**src/rtl/ram_port_arbiter.sv**
```systemverilog
// Round-robin arbiter that shares one single-port RAM between N_REQ requesters,
// with an ownership lock for bursts and a tagged read-response delay pipe.
module ram_port_arbiter #(
    parameter int data_w    = 32,
    parameter int ram_d     = 512,
    parameter int ram_add_w = $clog2(ram_d),
    parameter int N_REQ     = 3,
    parameter int RD_LAT    = 0
) (
    input  logic                        clk,
    input  logic                        rst,
    input  logic [N_REQ-1:0]            req_valid,
    input  logic [N_REQ-1:0]            req_we,
    input  logic [N_REQ-1:0]            req_lock,
    input  logic [N_REQ*ram_add_w-1:0]  req_addr,
    input  logic [N_REQ*data_w-1:0]     req_wdata,
    output logic [N_REQ-1:0]            req_ready,
    output logic [N_REQ-1:0]            rsp_valid,
    output logic [data_w-1:0]           rsp_data,
    output logic [$clog2(N_REQ)-1:0]    owner,
    output logic                        locked,
    output logic                        ram_we,
    output logic [ram_add_w-1:0]        ram_addr,
    output logic [data_w-1:0]           ram_w_data,
    input  logic [data_w-1:0]           ram_r_data
);

    localparam int OW = $clog2(N_REQ);

    typedef enum logic {IDLE, LOCKED} state_t;

    state_t                          state_q, state_d;
    logic [OW-1:0]                   ptr_q, ptr_d;
    logic [OW-1:0]                   owner_q, owner_d;
    logic                            ram_we_q, ram_we_d;
    logic [ram_add_w-1:0]            ram_addr_q, ram_addr_d;
    logic [data_w-1:0]               ram_w_data_q, ram_w_data_d;
    logic [RD_LAT:0][N_REQ-1:0]      pipe_q, pipe_d;

    logic [N_REQ-1:0]                grant;
    logic [OW-1:0]                   grant_idx;
    logic [OW-1:0]                   cand;
    logic                            found;
    logic                            accept;

    assign accept = |grant;

    always_ff @(posedge clk) begin
        if (rst) begin
            state_q      <= IDLE;
            ptr_q        <= '0;
            owner_q      <= '0;
            ram_we_q     <= 1'b0;
            ram_addr_q   <= '0;
            ram_w_data_q <= '0;
            pipe_q       <= '0;
        end else begin
            state_q      <= state_d;
            ptr_q        <= ptr_d;
            owner_q      <= owner_d;
            ram_we_q     <= ram_we_d;
            ram_addr_q   <= ram_addr_d;
            ram_w_data_q <= ram_w_data_d;
            pipe_q       <= pipe_d;
        end
    end

    always_comb begin
        state_d      = state_q;
        ptr_d        = ptr_q;
        owner_d      = owner_q;
        ram_we_d     = 1'b0;
        ram_addr_d   = ram_addr_q;
        ram_w_data_d = ram_w_data_q;
        pipe_d       = '0;
        for (int i = 1; i <= RD_LAT; i++) begin
            pipe_d[i] = pipe_q[i-1];
        end
        if (accept) begin
            owner_d    = grant_idx;
            ram_we_d   = req_we[grant_idx];
            ram_addr_d = req_addr[int'(grant_idx)*ram_add_w +: ram_add_w];
            if (req_we[grant_idx]) begin
                ram_w_data_d = req_wdata[int'(grant_idx)*data_w +: data_w];
            end else begin
                pipe_d[0] = grant;
            end
            // The pointer only advances on grants made outside a lock.
            if (state_q == IDLE) begin
                ptr_d = (int'(grant_idx) == N_REQ-1) ? '0 : grant_idx + 1'b1;
                if (req_lock[grant_idx]) begin
                    state_d = LOCKED;
                end
            end else if (!req_lock[grant_idx]) begin
                state_d = IDLE;
            end
        end
    end

    always_comb begin
        grant     = '0;
        grant_idx = '0;
        cand      = '0;
        found     = 1'b0;
        if (!rst) begin
            if (state_q == LOCKED) begin
                if (req_valid[owner_q]) begin
                    grant[owner_q] = 1'b1;
                    grant_idx      = owner_q;
                end
            end else begin
                for (int k = 0; k < N_REQ; k++) begin
                    cand = OW'((int'(ptr_q) + k) % N_REQ);
                    if (!found && req_valid[cand]) begin
                        found       = 1'b1;
                        grant[cand] = 1'b1;
                        grant_idx   = cand;
                    end
                end
            end
        end
        req_ready  = grant;
        rsp_valid  = pipe_q[RD_LAT];
        rsp_data   = ram_r_data;
        owner      = owner_q;
        locked     = (state_q == LOCKED);
        ram_we     = ram_we_q;
        ram_addr   = ram_addr_q;
        ram_w_data = ram_w_data_q;
    end

endmodule

```
**config.mk**
```make
export PLATFORM = sky130hd
export DESIGN_NAME = ram_port_arbiter
export DESIGN_NICKNAME = d
export VERILOG_FILES = /design/src/rtl/ram_port_arbiter.sv
export SDC_FILE = /design/constraint.sdc
export NUM_CORES = 1
export LEC_CHECK = 0
export CAP_MARGIN = 5
export CORE_ASPECT_RATIO = 1.1
export CORE_MARGIN = 2
export CORE_UTILIZATION = 39
export CTS_BUF_LIST = sky130_fd_sc_hd__clkbuf_8
export CTS_CLUSTER_SIZE = 16
export DETAILED_ROUTE_END_ITERATION = 6
export HOLD_SLACK_MARGIN = 0.02
export PLACE_DENSITY_LB_ADDON = 0.1
export SYNTH_ARGS = -nofsm -noshare
export SYNTH_HDL_FRONTEND = slang
export SYNTH_SLANG_ARGS = --single-unit
```
**constraint.sdc**
```tcl
create_clock -name clk -period 3.8 [get_ports clk]
set_input_delay 0.38 -clock clk [delete_from_list [all_inputs] [get_ports clk]]
set_output_delay 0.38 -clock clk [all_outputs]
set_load 0.05 [all_outputs]
```
==> impl_metrics.tcl, run 1 <==
set metrics [dict create \
    status "complete, no violations" \
    syn2layout_area_growth_pct 50.1 \
    n_antenna_cell 0 \
    setup_violations 0 \
    core.rowCount 36 \
    finalSetupTns_ns 0 \
    ant_nets 0 \
    critPathMaxFanout 8 \
    max-vdd-ir-drop_v 0.000584 \
    endpoint_kind "output port" \
    cts_setup_buffers 0 \
    worstMarginPinSlew_ns 0.992 \
    syn_inst 431 \
    die_h_microns 103 \
    yosys_most_used_dff "dfxtp_1" \
    ys_ff_latch 50 \
    grt_max_degree 85 \
    skew_ns 0.00947 \
    num-fill-cells 826 \
    start_kind "register" \
    p_sw_mw 1.89 \
    numCtsBuffers 5 \
    arrival_ns 3.02 \
    finalPower_mw 3.71 \
    crit_type "reg -> out" \
    min_period_over_period_pct 89.5 \
    min_path_type "reg -> reg" \
    pwr-share-clk_pct 9.8 \
    via_per_inst 5.04 \
    max_slew_margin_pct 33.9 \
    p_leak_nw 1.88 \
    ctsResizeCount 0 \
    htreeDepth 2 \
    cts.sinks 50 \
    seq_area_frac_synth_pct 28.8 \
    tritoncts "done" \
    power_density_nw_per_um2 710 \
    final-max-slew-violation-count 0 \
    switching_share_pct 51.0 \
    drt-initial-drc-count 105 \
    hold_violations 0 \
    yosys_warnings 0 \
    die_area_sq_um 9700 \
    num_io_pins 249 \
    grt_overflow 0 \
    syn-cell-area_sq_um 3480 \
    drv_cap 0 \
    io_buffers 184 \
    first_global_vias 3267 \
    synth-edff-count 0 \
    ys_async_sr_fraction_pct 0 \
    pwr-share-comb_pct 68.2 \
    place.gp.congestion 0.904 \
    crit_required_ns 3.42 \
    clkTransAtPathRegs_ns 0.09 \
    hold-worst-slack_ns 0.469 \
    chipWidth_microns 94.1 \
    antenna_found_initial 0 \
    clk_path_buf_depth 2 \
    fin_crit_ns 3.40 \
    rsz0062_at_grt "no" \
    firstDrtPassIters 5 \
    cts-root-buf "clkbuf_8" \
    wl_per_cell_microns 14.6 \
    postSynthAreaPerCell_sq_um 8.08 \
    grt_pass1_wl_mm 15.5 \
    track_usage_pct 19.9 \
    p_int_mw 1.82 \
    holdBufCountCts 0 \
    seqPwrFrac_pct 21.9 \
    coreArea_sq_um 8780 \
    num_vias 3415 \
    dp_hpwl_mm 7.19 \
    clk_latency_ns 0.30 \
    max_clock_freq_mhz 294 \
    layout-drive-gt1-share_pct 8.70 \
    wirelength_mm 9.89 \
    start_util_pct 39.6 \
    synth_nets 601 \
    ys_types 40 \
    final_nets 732 \
    drc 0 \
]
## per-layer routing
metal | vias up | global-route usage, % | share of wire [%]
met3 | 15 | 6.36 | 8.0
met1 | 1539 | 22.3 | 39
met2 | 142 | 36.6 | 51
li1 | 1719 | - | -
met4 | 0 | 4.79 | 1.3
met5 | - | 0 | 0
## power groups by stage
stage	Sequential, mW	Combinational (mW)	Clock, mW
2_1_floorplan	1.37	1.37	0
3_3_place_gp	0.822	2.52	0
3_5_place_dp	0.822	2.55	0
4_1_cts	0.814	2.56	0.371
5_1_grt	0.838	2.74	0.389
6_report	0.813	2.53	0.365
## cells in the mapped netlist, types with 3 or more instances
master,n,area (sq um)
ha_1,4,50.1
nor2_1,12,45.0
nand2_1,55,206
nand3_1,34,170
nand2b_1,40,250
buf_4,32,240
a21o_1,3,22.5
buf_6,5,56.3
o21ai_1,16,80.1
inv_1,6,22.5
mux2i_1,46,460
nor2b_1,5,31.3
clkbuf_1,18,67.6
nand3b_1,3,22.5
dfxtp_1,50,1000
o21ai_0,35,175
buf_2,9,45.0
o21ai_2,29,254
## cell type report
cell class              count  area (sq um)  share of cell area [%]
inverters                   6          22.5                   0.431
multi-input cells         310          2080                    39.7
flip-flops and latches     50          1000                    19.2
repair buffers            189          1880                    35.9
clock buffers               5          68.8                    1.32
clock inverters             3          37.5                   0.718
well taps                 114           143                    2.73
## worst paths after layout
check,cells past startpoint,to,start,slack [ns]
min reg2reg,2,ram_addr[5]$_SDFFE_PP0N_,ram_addr[5]$_SDFFE_PP0N_,0.47
max,8,req_ready[2],ptr_q[0]$_SDFFE_PP0P_,0.40
min,2,ram_addr[5]$_SDFFE_PP0N_,ram_addr[5]$_SDFFE_PP0N_,0.47
max reg2reg,9,ram_w_data[13]$_SDFFE_PP0P_,ptr_q[0]$_SDFFE_PP0P_,0.73
## per-stage QoR
step                      cell area, sq um  cells  util (%)  setup slack [ns]
after floorplan                       3480    431         -              1.35
after global placement                5120    669      58.3             0.642
after detailed placement              5120    669      58.3             0.562
after CTS                             5230    677      59.5             0.426
after global routing                  5230    677      59.5             0.295
final                                 5230    677      59.5             0.400
## critical path: stages, from the launching register on
cell and delay [ns]:
dfxtp_1 0.37, inv_1 0.09, ha_1 0.40, and4bb_1 0.26, a221oi_2 0.38, nor2_1 0.08, a31oi_1 0.35, inv_1 0.09
clkdlybuf4s50_1 0.71
## state kept, by name (all words and copies together) (netlist names)
name        flops
owner           2
locked          1
ptr_q           2
ram_w_data     32
ram_addr        9
rsp_valid       3
ram_we          1
## kinds of logic (layout without fill, tap and decap cells)
family / Yosys count / in the layout / synth area share, %
compound gates: 103 / 103 / 20.7
fa+ha+maj: 4 / 4 / 1.44
buf+inv: 71 / 203 / 12.5
flops: 50 / 50 / 28.8
mux: 48 / 48 / 14.2
simple gates: 155 / 155 / 22.4
## placed cells by master, fill, tap and decap left out, types with 2 or more instances in the layout
cell type	instances
dfxtp_1	50
o22a_1	2
nor2_1	12
o21ai_2	29
a21o_1	3
a221oi_2	2
nand2_1	55
nand4b_1	2
inv_1	8
ha_1	4
buf_4	6
clkdlybuf4s50_1	183
o21ai_1	16
nor2b_1	5
nand2b_1	40
o21ai_0	35
clkbuf_8	5
o21bai_1	2
mux2i_1	46
and4bb_1	2
nand3b_1	3
nand3_1	34
o31ai_1	2
Power figures use the tool's default switching activity.
==> inputs of run 2 (changes only) <==
CTS_CLUSTER_SIZE = 14   (was 16)
HOLD_SLACK_MARGIN = 0.03   (was 0.02)
clock period = 4.1 ns   (was 3.8 ns; I/O delays follow)
==> run 2 against run 1 <==
Against the previous run:
- via count increased by 1.1%
- clock power decreased by 6.6%
- global-route usage about the same
- first-iteration DRC count decreased by 41%
- die area unchanged
- highest routed layer unchanged
==> impl_metrics.tcl, run 2 (synthesized netlist as in run 1, its figures left out) <==
set metrics [dict create \
    wl_per_cell_microns 14.8 \
    num_vias 3453 \
    fin_crit_ns 3.35 \
    finalPower_mw 3.46 \
    max_slew_margin_pct 50.1 \
    final_nets 733 \
    num-fill-cells 823 \
    crit_type "reg -> out" \
    rr_startpoint "ptr_q[0]$_SDFFE_PP0P_" \
    power_density_nw_per_um2 660 \
    die_area_sq_um 9700 \
    hold_depth 2 \
    clk_path_buf_depth 2 \
    chipWidth_microns 94.1 \
    first_global_vias 3362 \
    coreArea_sq_um 8780 \
    reg2reg_depth 9 \
    track_usage_pct 19.9 \
    final-max-slew-violation-count 0 \
    tritoncts "done" \
    dpl_cell_area_sq_um 5140 \
    critPathMaxFanout 8 \
    multi_input_area_sq_um 2080 \
    status "complete, no violations" \
    hold_violations 0 \
    dp_hpwl_mm 7.43 \
    drv_cap 0 \
    cts_setup_buffers 0 \
    io_buffers 184 \
    die_h_microns 103 \
    firstDrtPassIters 4 \
    numCtsBuffers 5 \
    cpPeakStageDelay_ns 0.71 \
    largest_reg_flops 32 \
    cts.sinks 50 \
    layout_common_cells "clkdlybuf4s50_1 (184), nand2_1 (55), dfxtp_1 (50)" \
    grt_overflow 0 \
    arrival_ns 2.94 \
    final_common_cell "clkdlybuf4s50_1" \
    fin_util_pct 59.8 \
    crit_start "ptr_q[0]$_SDFFE_PP0P_" \
    hold_path_end "ram_addr[5]$_SDFFE_PP0N_" \
    regArea_sq_um 1000 \
    crit_top_cell "inv_1" \
    cp_cell_sequence "inv_1, ha_1, and4bb_1, a221oi_2, nor2_1, a31oi_1, inv_1, clkdlybuf4s50_1" \
    drt-initial-drc-count 62 \
    setup_slack_ns 0.748 \
    crit_required_ns 3.69 \
    n_antenna_cell 0 \
    ant_nets 0 \
    antenna_found_initial 0 \
    setup_violations 0 \
    fin_area_sq_um 5250 \
    clk_latency_ns 0.29 \
    start_kind "register" \
    wirelength_mm 10.1 \
    min_from "ram_addr[5]$_SDFFE_PP0N_" \
    place.gp.congestion 0.935 \
    holdBufCountCts 0 \
    min_period_over_period_pct 81.8 \
    rsz0062_at_grt "no" \
    core.rowCount 36 \
    ctsResizeCount 0 \
    endpoint_kind "output port" \
    p_leak_nw 1.89 \
    worstMarginPinSlew_ns 0.749 \
    num_io_pins 249 \
    finalSetupTns_ns 0 \
    drc 0 \
    max_clock_freq_mhz 298 \
    start_util_pct 39.6 \
    layout-drive-gt1-share_pct 9.04 \
    skew_ns 0.00671 \
    via_per_inst 5.09 \
    dpl_worst_slack_ns 0.854 \
    clkTransAtPathRegs_ns 0.09 \
    grt_max_degree 85 \
    reg2reg_to "ptr_q[1]$_SDFFE_PP0P_" \
    min_path_type "reg -> reg" \
    cts-root-buf "clkbuf_8" \
    grt_pass1_wl_mm 15.6 \
    max-vdd-ir-drop_v 0.000425 \
    syn2layout_area_growth_pct 50.9 \
    rrSetupSlack_ns 1.15 \
    cpMaxStageDelayCell "clkdlybuf4s50_1" \
    htreeDepth 2 \
]
## run 2: per-stage QoR
step           cells  hold WS, ns
3_5_place_dp     670        0.456
4_1_cts          678        0.477
3_3_place_gp     670        0.452
6_report         678        0.476
2_1_floorplan    431        0.581
5_1_grt          678        0.490
## run 2: metal layers
layer | vias to the layer above | share of wire (%) | GRT usage [%]
met5 | - | 0 | 0
met1 | 1580 | 39 | 21.6
met2 | 129 | 52 | 37.4
li1 | 1726 | - | -
met4 | 0 | 1.9 | 4.79
met3 | 18 | 7.3 | 6.43
## run 2: worst max path at each step
stage	endpoint	cells past startpoint	slack, ns
after global placement	req_ready[2]	7	0.88
after floorplan	ram_w_data[0]$_SDFFE_PP0P_	12	1.65
after CTS	req_ready[2]	8	0.73
final	req_ready[2]	8	0.75
after global routing	req_ready[0]	8	0.58
after detailed placement	req_ready[2]	7	0.85
## run 2: area by class of cell
cell class,instances,area share [%]
Clock inverter,3,0.762
Multi-Input combinational cell,310,39.6
Timing Repair Buffer,190,36.2
Sequential cell,50,19.1
Inverter,6,0.429
Tap cell,114,2.72
Clock buffer,5,1.31
## run 2: worst max-delay path, delay by kind of cell (launching register included)
kind / cells / cell delay (ns)
buf+inv: 3 / 0.89
compound gates: 2 / 0.67
fa+ha+maj: 1 / 0.40
flops: 1 / 0.37
simple gates: 2 / 0.33
## run 2: report_power, final
part	leakage, nW	total [mW]	internal [mW]	switching, mW
Combinational	1.42	2.37	0.873	1.50
Clock	0.0579	0.341	0.180	0.161
Sequential	0.413	0.749	0.657	0.0920
==> inputs of run 3 (changes only) <==
CORE_UTILIZATION = 33   (was 39)
clock period = 2.9 ns   (was 4.1 ns; I/O delays follow)
==> run 3 against run 2 <==
Against the previous run:
- clock-buffer cell count stayed put
- register-to-register slack worse by 0.96 ns
- non-clock buffer count is 6 higher
- design area is 1.6% higher
- global-route usage is 2.2 points lower
- largest cell class unchanged
==> impl_metrics.tcl, run 3 (synthesized netlist as in run 1, its figures left out) <==
set metrics [dict create \
    syn2layout_area_growth_pct 53.3 \
    dpl_cell_area_sq_um 5240 \
    power_density_nw_per_um2 924 \
    wirelength_mm 10.2 \
    num_io_pins 249 \
    largest_reg_flops 32 \
    fin_util_pct 51.6 \
    final_nets 739 \
    endpoint_kind "output port" \
    coreArea_sq_um 10300 \
    grt_max_degree 41 \
    num_vias 3422 \
    wl_per_cell_microns 14.4 \
    cts_setup_buffers 0 \
    place.gp.congestion 0.779 \
    fin_crit_ns 2.76 \
    ant_nets 0 \
    die_h_microns 112 \
    tritoncts "done" \
    path_delay_family "compound AO/OA/AOI/OAI gates" \
    start_util_pct 33.6 \
    finalPower_mw 4.93 \
    crit_required_ns 2.61 \
    layout_common_cells "clkdlybuf4s50_1 (181), nand2_1 (55), dfxtp_1 (50)" \
    final_common_cell "clkdlybuf4s50_1" \
    finalSetupTns_ns 0 \
    layout-drive-gt1-share_pct 10.5 \
    numCtsBuffers 5 \
    min_period_over_period_pct 95.3 \
    setup_violations 0 \
    crit_type "reg -> out" \
    antenna_found_initial 0 \
    cts.sinks 50 \
    chipWidth_microns 102 \
    fin_area_sq_um 5340 \
    start_kind "register" \
    cpMaxStageDelayCell "ha_1" \
    first_global_vias 3420 \
    clk_path_buf_depth 2 \
    drc 0 \
    drt-initial-drc-count 97 \
    cts-root-buf "clkbuf_8" \
    track_usage_pct 17.7 \
    final-max-slew-violation-count 0 \
    max-vdd-ir-drop_v 0.000425 \
    rsz0062_at_grt "yes" \
    worstMarginPinSlew_ns 0.560 \
    grt_overflow 0 \
    num-fill-cells 1033 \
    clkTransAtPathRegs_ns 0.10 \
    cpPeakStageDelay_ns 0.43 \
    firstDrtPassIters 4 \
    n_antenna_cell 0 \
    io_buffers 184 \
    critPathMaxFanout 8 \
    htreeDepth 2 \
    clk_latency_ns 0.30 \
    die_area_sq_um 11400 \
    core.rowCount 39 \
    p_leak_nw 1.92 \
    cp_cell_sequence "inv_1, ha_1, and4bb_1, o21ai_1, nand2_1, a221oi_2, nor2_1, buf_12" \
    status "complete, no violations" \
    dp_hpwl_mm 7.91 \
    min_path_type "reg -> reg" \
    skew_ns 0.00944 \
    max_slew_margin_pct 62.5 \
    drv_cap 0 \
    grt_pass1_wl_mm 16.2 \
    max_clock_freq_mhz 362 \
    hold_violations 0 \
    arrival_ns 2.47 \
    critPathBufInv 2 \
    via_per_inst 4.80 \
]
## run 3: cell types whose count changed in the layout (fill, tap and decap cells not counted), sizes merged
| cell | change |
|---|---|
| buf | +9 |
| bufinv | -1 |
| clkdlybuf4s50 | -3 |
| clkinvlp | +1 |
## run 3: cell type report
class / count / area [sq um] / share of cell area (%)
clock inverter: 3 / 21.3 / 0.399
tap: 143 / 179 / 3.35
multi-input combinational: 310 / 2080 / 38.9
inverter: 6 / 22.5 / 0.422
timing repair buffer: 196 / 1970 / 36.8
clock buffer: 5 / 68.8 / 1.29
sequential: 50 / 1000 / 18.8
## run 3: through the flow
stage | cells | setup slack, ns | hold WS, ns
2_1_floorplan | 431 | 0.446 | 0.506
3_3_place_gp | 705 | 0.205 | 0.453
3_5_place_dp | 705 | 0.136 | 0.455
4_1_cts | 713 | 0.132 | 0.472
5_1_grt | 713 | -0.0253 | 0.495
6_report | 713 | 0.137 | 0.469
## run 3: where the power goes
group / switching [mW] / internal [mW] / leakage [nW] / total (mW)
Sequential: 0.134 / 0.929 / 0.413 / 1.06
Combinational: 2.15 / 1.30 / 1.46 / 3.46
Clock: 0.241 / 0.170 / 0.0441 / 0.411
## run 3: timing repair
item,CTS,global route
hold endpoints to repair,0,0
resized for setup,0,1
setup endpoints to repair,0,3
hold buffers,0,0
## run 3: path summary, 6_finish.rpt
| path | from | endpoint | slack [ns] | cells past startpoint |
|---|---|---|---|---|
| setup reg to reg | ptr_q[0]$_SDFFE_PP0P_ | ram_w_data[0]$_SDFFE_PP0P_ | 0.19 | 10 |
| hold reg to reg | ram_addr[1]$_SDFFE_PP0N_ | ram_addr[1]$_SDFFE_PP0N_ | 0.47 | 2 |
| setup / recovery | ptr_q[0]$_SDFFE_PP0P_ | req_ready[0] | 0.14 | 8 |
| hold / removal | ram_addr[1]$_SDFFE_PP0N_ | ram_addr[1]$_SDFFE_PP0N_ | 0.47 | 2 |
## run 3: tightest hold or removal path, stage by stage, from the launching register on
cell      delay (ns)
dfxtp_1         0.32
nand2b_1        0.06
o21ai_1         0.05
## run 3: metal layers
layer	wire length (microns)	part of all wire [%]	global-route usage, %	vias up
met5	0	0	0	-
met2	5250	51	32.2	129
met1	4120	40	19.3	1553
met4	161	1.6	5.16	0
li1	-	-	-	1725
met3	711	6.9	5.34	15
